<file path="config.mk">
export PLATFORM = sky130hd
export DESIGN_NAME = mem_port_arbiter_flat
export DESIGN_NICKNAME = d
export VERILOG_FILES = /design/src/rtl/mem_port_arbiter_if.sv /design/src/rtl/mem_port_arbiter.sv /design/src/flat_wrapper.sv
export SDC_FILE = /design/constraint.sdc
export NUM_CORES = 1
export LEC_CHECK = 0
export CAP_MARGIN = 25
export CORE_ASPECT_RATIO = 1.2
export CORE_MARGIN = 10
export CORE_UTILIZATION = 36
export CTS_BUF_LIST = sky130_fd_sc_hd__clkbuf_8
export DETAILED_ROUTE_END_ITERATION = 16
export PLACE_DENSITY = 0.84
export SETUP_SLACK_MARGIN = 0.02
export SYNTH_ARGS = -nofsm -noshare
export SYNTH_HDL_FRONTEND = slang
export SYNTH_SLANG_ARGS = --single-unit
</file>
<file path="constraint.sdc">
create_clock -name clk -period 2.9 [get_ports clk]
set_input_delay 0.725 -clock clk [delete_from_list [all_inputs] [get_ports clk]]
set_output_delay 0.725 -clock clk [all_outputs]
set_load 0.05 [all_outputs]
</file>
<file path="src/rtl/mem_port_arbiter_if.sv">
// ---------------------------------------------------------------------------
// mem_port_arbiter_if
//
// Bundles every handshake/bus signal around the unified-memory arbiter:
// the instruction-fetch request/response pair, the data (load/store)
// request/response pair, and the single memory request/response port.
//
// Modports:
//   master - the arbiter's view. It drives the requester readies and
//            responses, and the memory request. It samples the requester
//            payloads and the memory handshake.
//   slave  - the surrounding system (fetch stage, data stage, memory), i.e.
//            the mirror image of master.
//
// Parameters: ADDR_W (address width), DATA_W (data width; strobes are
// DATA_W/8 bits wide).
// ---------------------------------------------------------------------------
interface mem_port_arbiter_if #(
    parameter int ADDR_W = 32,
    parameter int DATA_W = 32
);
    localparam int STRB_W = DATA_W / 8;

    // instruction-fetch side
    logic              if_req_valid;
    logic              if_req_ready;
    logic [ADDR_W-1:0] if_req_addr;
    logic              if_resp_valid;
    logic [DATA_W-1:0] if_resp_data;

    // data-access side
    logic              d_req_valid;
    logic              d_req_ready;
    logic [ADDR_W-1:0] d_req_addr;
    logic [DATA_W-1:0] d_req_wdata;
    logic [STRB_W-1:0] d_req_wstrb;
    logic              d_resp_valid;
    logic [DATA_W-1:0] d_resp_data;

    // memory side
    logic              mem_req_valid;
    logic              mem_req_ready;
    logic [ADDR_W-1:0] mem_req_addr;
    logic [DATA_W-1:0] mem_req_wdata;
    logic [STRB_W-1:0] mem_req_wstrb;
    logic              mem_resp_valid;
    logic [DATA_W-1:0] mem_resp_data;

    modport master (
        input  if_req_valid, if_req_addr,
        input  d_req_valid, d_req_addr, d_req_wdata, d_req_wstrb,
        input  mem_req_ready, mem_resp_valid, mem_resp_data,
        output if_req_ready, if_resp_valid, if_resp_data,
        output d_req_ready, d_resp_valid, d_resp_data,
        output mem_req_valid, mem_req_addr, mem_req_wdata, mem_req_wstrb
    );

    modport slave (
        output if_req_valid, if_req_addr,
        output d_req_valid, d_req_addr, d_req_wdata, d_req_wstrb,
        output mem_req_ready, mem_resp_valid, mem_resp_data,
        input  if_req_ready, if_resp_valid, if_resp_data,
        input  d_req_ready, d_resp_valid, d_resp_data,
        input  mem_req_valid, mem_req_addr, mem_req_wdata, mem_req_wstrb
    );
endinterface

</file>
<file path="src/rtl/mem_port_arbiter.sv">
// ---------------------------------------------------------------------------
// mem_port_arbiter
//
// Shares one single-ported unified memory between the instruction-fetch path
// and the data (load/store) path. It grants one requester at a time and keeps
// a single transaction outstanding. The memory response is routed back to the
// requester that owns the transaction. Data accesses win over fetch.
//
// Optional feature: define ARB_STARVE_GUARD_EN to add an anti-starvation
// counter. When fetch has been passed over STARVE_LIMIT times in a row while
// it was waiting, fetch is granted instead of data.
//
// Ports:
//   clk  - clock, all state updates on the rising edge
//   rst  - synchronous, active-high reset
//   bus  - mem_port_arbiter_if.master: fetch/data request+response pairs and
//          the memory request/response port
//
// Parameters: ADDR_W, DATA_W, STARVE_LIMIT (guard threshold).
// ---------------------------------------------------------------------------
module mem_port_arbiter #(
    parameter int ADDR_W       = 32,
    parameter int DATA_W       = 32,
    parameter int STARVE_LIMIT = 4
) (
    input  logic                 clk,
    input  logic                 rst,
    mem_port_arbiter_if.master   bus
);
    localparam int STRB_W = DATA_W / 8;

    typedef enum logic [1:0] {
        IDLE  = 2'd0,
        ISSUE = 2'd1,
        WAIT  = 2'd2
    } state_t;

    state_t            state_reg, state_next;
    logic              owner_d_reg, owner_d_next;   // 1 = data path owns the transaction
    logic [ADDR_W-1:0] addr_reg, addr_next;
    logic [DATA_W-1:0] wdata_reg, wdata_next;
    logic [STRB_W-1:0] wstrb_reg, wstrb_next;

    logic grant_d;
    logic grant_if;
    logic force_fetch;
    logic resp_fire;

`ifdef ARB_STARVE_GUARD_EN
    localparam int CNT_W = $clog2(STARVE_LIMIT + 1);

    logic [CNT_W-1:0] starve_cnt_reg, starve_cnt_next;

    assign force_fetch = (starve_cnt_reg == CNT_W'(STARVE_LIMIT))
                         && bus.d_req_valid && bus.if_req_valid;

    // Counts data grants that passed over a waiting fetch. It cannot exceed
    // STARVE_LIMIT: at the limit a contended cycle grants fetch and clears it.
    always_comb begin
        starve_cnt_next = starve_cnt_reg;
        if (state_reg == IDLE) begin
            if (grant_if || !bus.if_req_valid) begin
                starve_cnt_next = '0;
            end else if (grant_d) begin
                starve_cnt_next = starve_cnt_reg + 1'b1;
            end
        end
    end

    always_ff @(posedge clk) begin
        if (rst) begin
            starve_cnt_reg <= '0;
        end else begin
            starve_cnt_reg <= starve_cnt_next;
        end
    end
`else
    assign force_fetch = 1'b0;
`endif

    // Grant is purely combinational on the valids and only possible in IDLE.
    // Reset also masks it so every ready reads 0 while rst is high.
    always_comb begin
        grant_d  = 1'b0;
        grant_if = 1'b0;
        if (state_reg == IDLE && !rst) begin
            if (bus.d_req_valid && !force_fetch) begin
                grant_d = 1'b1;
            end else if (bus.if_req_valid) begin
                grant_if = 1'b1;
            end
        end
    end

    // Next-state and payload capture
    always_comb begin
        state_next   = state_reg;
        owner_d_next = owner_d_reg;
        addr_next    = addr_reg;
        wdata_next   = wdata_reg;
        wstrb_next   = wstrb_reg;
        case (state_reg)
            IDLE: begin
                if (grant_d) begin
                    state_next   = ISSUE;
                    owner_d_next = 1'b1;
                    addr_next    = bus.d_req_addr;
                    wdata_next   = bus.d_req_wdata;
                    wstrb_next   = bus.d_req_wstrb;
                end else if (grant_if) begin
                    state_next   = ISSUE;
                    owner_d_next = 1'b0;
                    addr_next    = bus.if_req_addr;
                    wdata_next   = '0;
                    wstrb_next   = '0;
                end
            end
            ISSUE: begin
                if (bus.mem_req_ready) begin
                    state_next = WAIT;
                end
            end
            WAIT: begin
                if (bus.mem_resp_valid) begin
                    state_next = IDLE;
                end
            end
            default: begin
                state_next = IDLE;
            end
        endcase
    end

    always_ff @(posedge clk) begin
        if (rst) begin
            state_reg   <= IDLE;
            owner_d_reg <= 1'b0;
            addr_reg    <= '0;
            wdata_reg   <= '0;
            wstrb_reg   <= '0;
        end else begin
            state_reg   <= state_next;
            owner_d_reg <= owner_d_next;
            addr_reg    <= addr_next;
            wdata_reg   <= wdata_next;
            wstrb_reg   <= wstrb_next;
        end
    end

    // A response is only accepted while waiting for one. A stray or late
    // mem_resp_valid in IDLE or ISSUE never reaches a requester.
    assign resp_fire = (state_reg == WAIT) && bus.mem_resp_valid && !rst;

    assign bus.d_req_ready   = grant_d;
    assign bus.if_req_ready  = grant_if;

    assign bus.mem_req_valid = (state_reg == ISSUE) && !rst;
    assign bus.mem_req_addr  = addr_reg;
    assign bus.mem_req_wdata = wdata_reg;
    assign bus.mem_req_wstrb = wstrb_reg;

    assign bus.if_resp_valid = resp_fire && !owner_d_reg;
    assign bus.d_resp_valid  = resp_fire && owner_d_reg;
    assign bus.if_resp_data  = bus.mem_resp_data;
    // A store completion carries no data, whatever the memory drives back.
    assign bus.d_resp_data   = (wstrb_reg != '0) ? '0 : bus.mem_resp_data;

endmodule

</file>
<file path="src/flat_wrapper.sv">
// flat-port wrapper written by rule: the top's interface ports become plain ports
module mem_port_arbiter_flat 
#(
    parameter int ADDR_W       = 32,
    parameter int DATA_W       = 32,
    parameter int STARVE_LIMIT = 4
)
  (clk, rst, bus_if_req_valid, bus_if_req_addr, bus_d_req_valid, bus_d_req_addr, bus_d_req_wdata, bus_d_req_wstrb, bus_mem_req_ready, bus_mem_resp_valid, bus_mem_resp_data, bus_if_req_ready, bus_if_resp_valid, bus_if_resp_data, bus_d_req_ready, bus_d_resp_valid, bus_d_resp_data, bus_mem_req_valid, bus_mem_req_addr, bus_mem_req_wdata, bus_mem_req_wstrb);
  mem_port_arbiter_if #(.ADDR_W(ADDR_W), .DATA_W(DATA_W)) bus_i ();
  input  logic clk;
  input  logic rst;
  input wire logic [$bits(bus_i.if_req_valid)-1:0] bus_if_req_valid;
  input wire logic [$bits(bus_i.if_req_addr)-1:0] bus_if_req_addr;
  input wire logic [$bits(bus_i.d_req_valid)-1:0] bus_d_req_valid;
  input wire logic [$bits(bus_i.d_req_addr)-1:0] bus_d_req_addr;
  input wire logic [$bits(bus_i.d_req_wdata)-1:0] bus_d_req_wdata;
  input wire logic [$bits(bus_i.d_req_wstrb)-1:0] bus_d_req_wstrb;
  input wire logic [$bits(bus_i.mem_req_ready)-1:0] bus_mem_req_ready;
  input wire logic [$bits(bus_i.mem_resp_valid)-1:0] bus_mem_resp_valid;
  input wire logic [$bits(bus_i.mem_resp_data)-1:0] bus_mem_resp_data;
  output wire logic [$bits(bus_i.if_req_ready)-1:0] bus_if_req_ready;
  output wire logic [$bits(bus_i.if_resp_valid)-1:0] bus_if_resp_valid;
  output wire logic [$bits(bus_i.if_resp_data)-1:0] bus_if_resp_data;
  output wire logic [$bits(bus_i.d_req_ready)-1:0] bus_d_req_ready;
  output wire logic [$bits(bus_i.d_resp_valid)-1:0] bus_d_resp_valid;
  output wire logic [$bits(bus_i.d_resp_data)-1:0] bus_d_resp_data;
  output wire logic [$bits(bus_i.mem_req_valid)-1:0] bus_mem_req_valid;
  output wire logic [$bits(bus_i.mem_req_addr)-1:0] bus_mem_req_addr;
  output wire logic [$bits(bus_i.mem_req_wdata)-1:0] bus_mem_req_wdata;
  output wire logic [$bits(bus_i.mem_req_wstrb)-1:0] bus_mem_req_wstrb;
  assign bus_i.if_req_valid = bus_if_req_valid;
  assign bus_i.if_req_addr = bus_if_req_addr;
  assign bus_i.d_req_valid = bus_d_req_valid;
  assign bus_i.d_req_addr = bus_d_req_addr;
  assign bus_i.d_req_wdata = bus_d_req_wdata;
  assign bus_i.d_req_wstrb = bus_d_req_wstrb;
  assign bus_i.mem_req_ready = bus_mem_req_ready;
  assign bus_i.mem_resp_valid = bus_mem_resp_valid;
  assign bus_i.mem_resp_data = bus_mem_resp_data;
  assign bus_if_req_ready = bus_i.if_req_ready;
  assign bus_if_resp_valid = bus_i.if_resp_valid;
  assign bus_if_resp_data = bus_i.if_resp_data;
  assign bus_d_req_ready = bus_i.d_req_ready;
  assign bus_d_resp_valid = bus_i.d_resp_valid;
  assign bus_d_resp_data = bus_i.d_resp_data;
  assign bus_mem_req_valid = bus_i.mem_req_valid;
  assign bus_mem_req_addr = bus_i.mem_req_addr;
  assign bus_mem_req_wdata = bus_i.mem_req_wdata;
  assign bus_mem_req_wstrb = bus_i.mem_req_wstrb;
  mem_port_arbiter #(.ADDR_W(ADDR_W), .DATA_W(DATA_W), .STARVE_LIMIT(STARVE_LIMIT)) u_core (.clk(clk), .rst(rst), .bus(bus_i));
endmodule
</file>
==> run_results.csv <==
group,metric,value,unit
yosys,synth_top_area_frac,0.4244,
power,comb_power_share,0.435,
timing,hold_viol_final,0,
finish,final_common_cell,"clkdlybuf4s50_1",
power,p_clk_frac,0.247,
power,seqPwrFrac,0.318,
cts,clk_pin_slew,0.06,ns
critical_path,critPathMaxFanout,5,
yosys,synthesis.area,3349,um^2
finish,fin_util,0.7114,
die,die-area,13580,um^2
routing,initialDrtViolationCount,160,
run,drv_cap,0,
routing,routed_wl,15080,um
routing,wire_per_inst,21.14,um
grt,grt_pass1_wl,22220,um
timing,skew,0.007234,ns
power,irDropWorstVdd,0.3193,mV
power,power.internal,2.210,mW
timing,fin_crit_sh,0.9140,
grt,grt_max_degree,65,
timing,fin_tns_setup,0,ns
critical_path,cp-start-kind,"primary input",
routing,first_pass_iters,7,
place,gp_congestion,0.8235,
die,die_y,125.7,um
critical_path,required,2.17,ns
die,start_util,0.3688,
cts,root_buffer,"clkbuf_8",
yosys,synth.distinct_cells,27,
grt,gr-total-overflow,0,
grt,antenna_found_initial,4,
cts,htree_levels,3,
outcome,status,"completed",
power,p_sw,1.262,mW
grt,grt_usage,0.2140,
critical_path,critPathKind,"primary input to output pin",
timing,fin_ws,0.2493,ns
place,place_ws,0.2391,ns
timing,grt_setup_unrepaired,"no",
grt,grt_busiest_layer,"met2",
critical_path,r2r-start,"u_core.state_reg[1]$_SDFFE_PP0P_",
yosys,synth_top_area_cell,"dfxtp_1",
timing,setup_viol,0,
critical_path,critPathArrivalTime,1.93,ns
cts,cts_tree,"yes",
finish,final_cells,713,
worst_hold_path,hold_path.class,"flip-flop to flip-flop",
timing,relSlewSlack,0.5893,
cts,numCtsBuffers,9,
power,powerDensity,537.5,nW/um^2
yosys,yosys_warnings,0,
finish,layout_common_cells,"clkdlybuf4s50_1, dfxtp_1, buf_12",
finish,n_fill_cell,651,
cts,clkLatencyLatePin,0.35,ns
critical_path,startpoint,"rst",
finish,fin_nets,724,
cts,post_cts_buffers,0,
timing,worst_pin_slew,0.6142,ns
power,cellLeakagePower,2.807,nW
finish,drive_gt1_frac,0.1746,
yosys,synth-seq-cells,71,
timing,period_minus_slack,2.651,ns
yosys,ys_seq_area_frac,0.4244,
yosys,postSynthCellCount,355,
die,rows,38,
routing,drc,0,
critical_path,cp-end-kind,"output pin",
cts,cts_max_path_buffers,2,
grt,met1_usage,0.2172,
place,place_hpwl,12720,um
grt,use_met2,0.3620,
timing,fmax,377.3,MHz
grt,grt_pass1_vias,3768,
yosys,synthTopCellsByArea,"dfxtp_1, a22o_1, o22a_1",
die,io_pins,275,
finish,area_growth,92.87,%
cts,cts_resized,0,
cts,postCtsHoldBufs,0,
routing,num_vias,3596,
timing,finalMaxSlewViolations,0,
routing,drtAntennaViolNets,0,
power,swShare,0.3633,
timing,whs,0.4730,ns
place,placed_cells,695,
die,dieWidth,108.1,um
worst_hold_path,hold_start,"u_core.bus.mem_req_wdata[7]$_SDFFE_PP0P_",
die,core-area,9081,um^2
place,portBuffers,274,
cts,cts.sinks,71,
yosys,syn_avg_cell_area,9.435,um^2
routing,vias_per_cell,5.043,
yosys,synth_nets,493,
grt,grtUsageMet3,0.1087,
[area by class of cell]
type	instances	area, um^2	area share
repair buffers	284	3178	0.4920
flip-flops and latches	71	1421	0.2200
multi-input cells	189	1375	0.2129
well taps	120	150.1	0.02324
clock buffers	10	137.6	0.02131
inverters	31	116.4	0.01801
clock inverters	5	73.82	0.01143
diodes	3	7.507	0.001162
[routing by layer]
layer  routed length, um  up-vias
met3                2042       21
met1                5341     1657
met2                7339      223
met5                  18        -
li1                    -     1693
met4                 333        2
[synthesized netlist by cell type]
cell type	number
dfxtp_1	71
a22o_1	36
buf_4	36
nor2_1	34
and2_1	33
o22a_1	32
a221oi_1	31
inv_1	31
clkbuf_1	14
buf_6	9
buf_2	4
nor3b_1	4
a21oi_1	3
nand2_1	3
nor2_2	2
a21bo_2	1
a21oi_4	1
and2_4	1
and3_1	1
and3b_1	1
buf_1	1
nand3b_1	1
nor2b_1	1
nor3_1	1
nor3_2	1
nor4_1	1
or2_4	1
[power groups by stage]
| stage | clock, mW | sequential, mW | combinational [mW] |
|---|---|---|---|
| 2_1_floorplan | 0 | 1.39 | 0.570 |
| 3_3_place_gp | 0 | 1.12 | 1.50 |
| 3_5_place_dp | 0 | 1.13 | 1.52 |
| 4_1_cts | 0.878 | 1.11 | 1.53 |
| 5_1_grt | 0.916 | 1.11 | 1.58 |
| 6_report | 0.856 | 1.11 | 1.51 |
[through the flow]
stage / cell area [um^2] / total power [mW]
3_3_place_gp: 6241 / 2.627
5_1_grt: 6452 / 3.608
2_1_floorplan: 3354 / 1.963
3_5_place_dp: 6241 / 2.650
6_report: 6460 / 3.472
4_1_cts: 6452 / 3.510
[cells by family after synthesis]
family | after synthesis | share of synthesized area
and+or+nand+nor | 85 | 0.1360
DFF | 71 | 0.4244
buffers and inverters | 95 | 0.1685
AOI/OAI and AO/OA | 104 | 0.2712
[worst max-delay path: stages]
cell and delay, ns:
clkdlybuf4s50_1 0.50, nor3b_1 0.27, nand2_1 0.08, nor2_1 0.18
buf_12 0.17
[path summary, 6_finish.rpt]
path,endpoint,slack [ns],cells after the start
max,bus_if_resp_valid,0.25,5
min,u_core.bus.mem_req_wdata[7]$_SDFFE_PP0P_,0.47,1
max reg2reg,u_core.bus.mem_req_wstrb[2]$_SDFFE_PP0P_,1.26,4
min reg2reg,u_core.bus.mem_req_wdata[7]$_SDFFE_PP0P_,0.47,1
Note: power is estimated with default switching activity, not from simulation.
